**src/rtl/ex_fwd_ctrl.sv**
```systemverilog
// EX-stage operand select generator: tracks EX/WB destination metadata and
// registers the asel/bsel forwarding codes for the instruction entering EX.
module ex_fwd_ctrl #(
  parameter int XLEN_CNT      = 32,
  parameter int NUM_REGS_LOG2 = 5
) (
  input  logic                     clk,
  input  logic                     rst,
  input  logic                     stall,
  input  logic                     flush,
  input  logic                     id_valid,
  input  logic [NUM_REGS_LOG2-1:0] id_rs1,
  input  logic [NUM_REGS_LOG2-1:0] id_rs2,
  input  logic [NUM_REGS_LOG2-1:0] id_rd,
  input  logic                     id_regwen,
  input  logic                     id_uses_rs1,
  input  logic                     id_uses_rs2,
  input  logic                     id_a_pc,
  input  logic                     id_b_imm,
  input  logic                     cnt_clr,
  output logic [1:0]               asel,
  output logic [1:0]               bsel,
  output logic                     ex_valid,
  output logic                     wb_valid,
  output logic [NUM_REGS_LOG2-1:0] wb_rd,
  output logic                     wb_regwen,
  output logic [XLEN_CNT-1:0]      fwd_count
);

  logic [NUM_REGS_LOG2-1:0] ex_rd;
  logic                     ex_regwen;
  logic                     take;
  logic                     ex_wr_live;
  logic                     fwd1;
  logic                     fwd2;
  logic                     fwd_evt;

  // Only the instruction about to enter WB is a forwarding source; older
  // writers are covered by the register file's write-before-read bypass.
  always_comb begin
    take       = id_valid & ~flush;
    ex_wr_live = ex_valid & ex_regwen & (ex_rd != '0);
    fwd1       = take & id_uses_rs1 & ex_wr_live & (id_rs1 == ex_rd);
    fwd2       = take & id_uses_rs2 & ex_wr_live & (id_rs2 == ex_rd);
    fwd_evt    = ex_valid & (asel[1] | bsel[1]);
  end

  // ID -> EX and EX -> WB slot advance
  always_ff @(posedge clk or posedge rst) begin
    if (rst) begin
      ex_valid  <= 1'b0;
      ex_rd     <= '0;
      ex_regwen <= 1'b0;
      asel      <= 2'b00;
      bsel      <= 2'b00;
      wb_valid  <= 1'b0;
      wb_rd     <= '0;
      wb_regwen <= 1'b0;
      fwd_count <= '0;
    end else if (!stall) begin
      wb_valid  <= ex_valid;
      wb_rd     <= ex_rd;
      wb_regwen <= ex_regwen & ex_valid;
      ex_valid  <= take;
      ex_rd     <= take ? id_rd : '0;
      ex_regwen <= take & id_regwen;
      asel      <= take ? {fwd1, id_a_pc}  : 2'b00;
      bsel      <= take ? {fwd2, id_b_imm} : 2'b00;
      if (cnt_clr)
        fwd_count <= '0;
      else
        fwd_count <= fwd_count + {{(XLEN_CNT-1){1'b0}}, fwd_evt};
    end
  end

endmodule

```
**config.mk**
```make
export PLATFORM = sky130hd
export DESIGN_NAME = ex_fwd_ctrl
export DESIGN_NICKNAME = d
export VERILOG_FILES = /design/src/rtl/ex_fwd_ctrl.sv
export SDC_FILE = /design/constraint.sdc
export NUM_CORES = 1
export LEC_CHECK = 0
export CORE_MARGIN = 1
export CORE_UTILIZATION = 32
export CTS_CLUSTER_DIAMETER = 150
export DETAILED_ROUTE_END_ITERATION = 10
export HOLD_SLACK_MARGIN = 0.02
export PLACE_DENSITY = 0.67
export SYNTH_ARGS = -nofsm -noshare
export SYNTH_HDL_FRONTEND = slang
export SYNTH_SLANG_ARGS = --single-unit
export TNS_END_PERCENT = 10
```
**constraint.sdc**
```tcl
create_clock -name clk -period 5.22 [get_ports clk]
set_clock_uncertainty 0.05 [all_clocks]
set_input_delay 0.522 -clock clk [delete_from_list [all_inputs] [get_ports clk]]
set_output_delay 0.522 -clock clk [all_outputs]
set_load 0.02 [all_outputs]
```
# ---- After elaboration in Yosys (flattened, before gate mapping)
# Index checks and enable logic that the tools add are counted.
dict set report op_classes {
  add_sub_neg 1
  n_mul 0
  div 0
  magnitude_cmp 0
  eq_ne 2
  shifts 0
  n_mux 4
  n_bitwise 13
  reduce_logical 1
}
# cell count
set op_table {}
lappend op_table {{32-bit by 1-bit adder with 32-bit output} 1}
lappend op_table {{32-bit two-way mux} 1}
lappend op_table {{1-bit bitwise AND} 11}
lappend op_table {{5-bit == test} 2}
lappend op_table {{5-bit two-way mux} 1}
lappend op_table {{5-bit nonzero test} 1}
lappend op_table {{2-bit two-way mux} 2}
lappend op_table {{1-bit NOT} 1}
lappend op_table {{1-bit OR} 1}
dict set report totals {
  ff_bits 50
  latch_bits 0
  mem_bits_rw 0
  romBits 0
  in_bits 26
  out_inout_bits 44
  wordCells 30
  n_memories 0
}

# ---- Logic depth before layout (Yosys ltp)
dict set report logic_depth {
  word_depth 6
  depth_mapped 7
  depth_no_buf 6
}

# ---- Worst setup path after synthesis
# Ideal clock, no wire load.
dict set report synth_timing {
  path_kind {flip-flop to flip-flop}
  from {register ex_valid}
  to {register fwd_count[19]}
  setup_time_ns 0.078
  t_arrival_ns 2.166
  required_time_ns 5.092
  slack_ns 2.926
  stages_incl_launch_ff 8
  synth_period_minus_slack_ns 2.294
  cell_sequence {dfrtp_1 -> o21a_1 -> ha_1 -> nand4_2 -> or4_4 -> buf_6 -> or3_1 -> a21oi_1}
}
dict set report synth_via {
  elab_chain_len 3
}
# item line
set synth_rtl {}
lappend synth_rtl {{start: declaration} 23} ;# output logic ex_valid,
lappend synth_rtl {{start signal: assignment} 64} ;# ex_valid <= take;
lappend synth_rtl {{1-bit bitwise AND} 45} ;# fwd_evt = ex_valid & (asel[1] | bsel[1]);
lappend synth_rtl {{32-bit by 1-bit adder with 32-bit output} 72} ;# fwd_count <= fwd_count + {{(XLEN_CNT-1){1'b0}}, fwd_evt};
lappend synth_rtl {{32-bit two-way mux} 69} ;# if (cnt_clr)
lappend synth_rtl {{end signal: assignment} 72}
lappend synth_rtl {{end: declaration} 27} ;# output logic [XLEN_CNT-1:0] fwd_count
# Every way passes these cells.
# A chain may end at the register's enable or synchronous reset.

==> impl_metrics.yaml <==
worst_setup_path:
  cp_top_family: "simple AND/OR/NAND/NOR gates"
  crit_buf_inv: 2
  crit_arrival_ps: 2960
  reg2reg_slack_ps: 2740
  cp_slowest_cell: "clkdlybuf4s50_1"
  crit_fanout: 19
  crit_path_start_kind: "input port"
  startpoint: "stall"
  cp-end-kind: "flop"
  reg2reg_depth: 6
  crit_chain: "clkdlybuf4s50_1 -> buf_4 -> nand4b_1 -> or4_4 -> or4_1 -> a21oi_1"
  critical_path_required_ps: 5410
  rr_endpoint: "fwd_count[28]"
  max_stage_delay_ps: 720
  crit_type: "input port to flop"
  r2r-start: "ex_valid"
min_path:
  whs_path_depth: 1
  hold_end: "asel[0]"
  hold_class: "flop to flop"
  worstHoldStart: "asel[0]"
detailed_routing:
  vias: 2244
  first_iter_violations: 94
  wl_per_cell_um: 14.5
  wirelength_mm: 6.17
  drt_pre_antenna_iters: 5
  ant_nets: 0
  viasPerCell: 5.27
  route.detailed.drc: 0
place:
  gp_congestion: 0.759
  placed_cell_area_um2: 3360
  dp_hpwl_mm: 4.42
  io_buffers: 69
pwr:
  netSwitchingFraction_pct: 24.5
  power_frac_comb_pct: 11.1
  clockPowerShare_pct: 32.6
  p_switching_uw: 177
  p_leak_nw: 1.39
  p_int_uw: 546
  p_seq_share_pct: 56.3
  p_per_area_nw_per_um2: 209
  peakVddDrop_mv: 0.112
timing:
  finalMaxSlewViolations: 0
  report.final.setup_viol: 0
  rsz0062_at_grt: "false"
  tightest_slew_ps: 1040
  tns_ps: 0
  hold_viol: 0
  period_share_pct: 53.0
  max_freq_mhz: 361
  relSlewSlack_pct: 30.5
  layout_min_cycle_time_ps: 2770
yosys:
  async_flop_share_pct: 100
  synth_seq_cells: 50
  synthesis.area_um2: 2590
  synthXorXnorAreaFrac_pct: 5.75
  synth.area.mux_share_pct: 4.16
  seq_area_frac_synth_pct: 48.3
  synth_fa_ha_area_share_pct: 0.967
  synth_top_family_by_area: "simple AND/OR/NAND/NOR gates"
  synth_compound_area_share_pct: 13.7
  ys_top_cells_by_area: "dfrtp_1, a21oi_1, a22o_1"
  ys_types: 43
  synth_nets: 284
  synth-warning-count: 0
  synthSimpleGateAreaFrac_pct: 23.9
  synth_ff_type: "dfrtp_1"
  synth_top_area_cell: "dfrtp_1"
  synth_area_per_cell_um2: 10.1
  synth-edff-count: 0
  synth_top_area_share_pct: 48.3
  syn_inst: 256
global_route:
  grt_max_degree: 51
  antenna_found_initial: 0
  overflow: 0
  grt_pass1_wl_mm: 10.6
  grt_pass1_vias: 2205
  track_usage_pct: 15.6
clock_network:
  clk_pin_slew_ps: 90
  cts_tree: "yes"
  htreeDepth: 2
  ctsRootBufferMaster: "clkbuf_8"
  cts_hold_buf: 0
  clock_path_buffers: 2
  clock-sinks: 50
  worstSkewPairLatency_ps: 300
  cts_buffers: 5
  postCtsSetupBuffers: 0
  ctsResizeCount: 0
floorplan:
  fp.coreArea_um2: 7770
  die_area_um2: 8450
  die_h_um: 91.9
  die_w_um: 91.9
  start_util_pct: 33.3
  io_pins: 70
  std_cell_rows: 32
cells_and_area:
  drive_gt1_share_pct: 7.10
  antennaDiodeCount: 0
  syn2layout_area_growth_pct: 33.4
  nets: 351
  fin_area_um2: 3450
job:
  cap_violations: 0
run_status:
  status: "completed"
cell usage after synthesis (4+ instances only):
library cell and number:
a22o_1 9, nor4_1 6, or4_1 10, or3_1 8, mux2_2 6, nand2b_1 4
and4_1 4, inv_1 6, mux2i_1 4, o31ai_1 9, nor2_1 13, nand4_1 5
a21oi_1 17, xor2_1 9, dfrtp_1 50, nand2_1 21, clkbuf_1 7, nand3_1 12
o21ai_0 15, nor3_1 4, xnor2_1 8
cell usage in the layout (no fill, tap or decap), types with 5 or more instances in the layout:
master / synthesis / routed
a21oi_1: 17 / 17
a22o_1: 9 / 9
clkbuf_8: 0 / 6
clkdlybuf4s50_1: 0 / 69
dfrtp_1: 50 / 50
inv_1: 6 / 5
mux2_2: 6 / 6
nand2_1: 21 / 21
nand3_1: 12 / 12
nand4_1: 5 / 5
nor2_1: 13 / 13
nor4_1: 6 / 6
o21ai_0: 15 / 15
o31ai_1: 9 / 9
or3_1: 8 / 8
or4_1: 10 / 10
xnor2_1: 8 / 8
xor2_1: 9 / 9
how the worst max path moves through the flow:
| stage | end | slack [ps] | cells after the start |
|---|---|---|---|
| 2_1_floorplan | fwd_count[19] | 2930 | 7 |
| 3_3_place_gp | fwd_count[28] | 2150 | 6 |
| 3_5_place_dp | fwd_count[28] | 2130 | 6 |
| 4_1_cts | fwd_count[28] | 2450 | 6 |
| 5_1_grt | fwd_count[28] | 2280 | 6 |
| 6_report | fwd_count[28] | 2450 | 6 |
cells by family (layout without fill, tap and decap cells):
logic type | Yosys count | after routing
flops | 50 | 50
compound gates | 56 | 56
buf+inv | 17 | 85
xor+xnor | 17 | 17
fa+ha+maj | 2 | 2
simple gates | 104 | 104
mux | 10 | 10
power by group through the flow:
stage / registers [mW] / clock network [mW] / logic, mW
5_1_grt: 0.409 / 0.257 / 0.0883
3_3_place_gp: 0.415 / 0 / 0.0808
3_5_place_dp: 0.415 / 0 / 0.0817
6_report: 0.407 / 0.236 / 0.0804
4_1_cts: 0.407 / 0.242 / 0.0820
2_1_floorplan: 0.421 / 0 / 0.0326
registers in the layout (all words and copies together) (netlist names):
register,count
asel,2
bsel,2
ex_rd,5
ex_regwen,1
ex_valid,1
fwd_count,32
wb_rd,5
wb_regwen,1
wb_valid,1
area by class of cell:
| cell class | count | area [µm²] |
|---|---|---|
| fillers | 772 | 4310 |
| clock buffers | 7 | 86.3 |
| flip-flops and latches | 50 | 1250 |
| repair buffers | 71 | 706 |
| well taps | 102 | 128 |
| multi-input cells | 189 | 1260 |
| clock inverters | 1 | 5.00 |
| inverters | 6 | 22.5 |
per-layer routing:
layer,track usage (%),up-vias,routed length (µm)
met5,0,-,0
met4,4.43,0,70
met3,4.15,7,398
met2,25.6,70,3010
met1,20.3,1089,2690
li1,-,1078,-
per-stage QoR:
stage	total power [mW]	std cells	utilization (%)	setup WS, ps	hold slack, ps
4_1_cts	0.731	426	44.5	2450	473
3_3_place_gp	0.495	418	43.3	2150	430
5_1_grt	0.755	426	44.5	2280	482
3_5_place_dp	0.496	418	43.3	2130	447
6_report	0.723	426	44.5	2450	469
2_1_floorplan	0.453	256	-	2930	452
No activity file was read; power rests on OpenSTA's default activity.
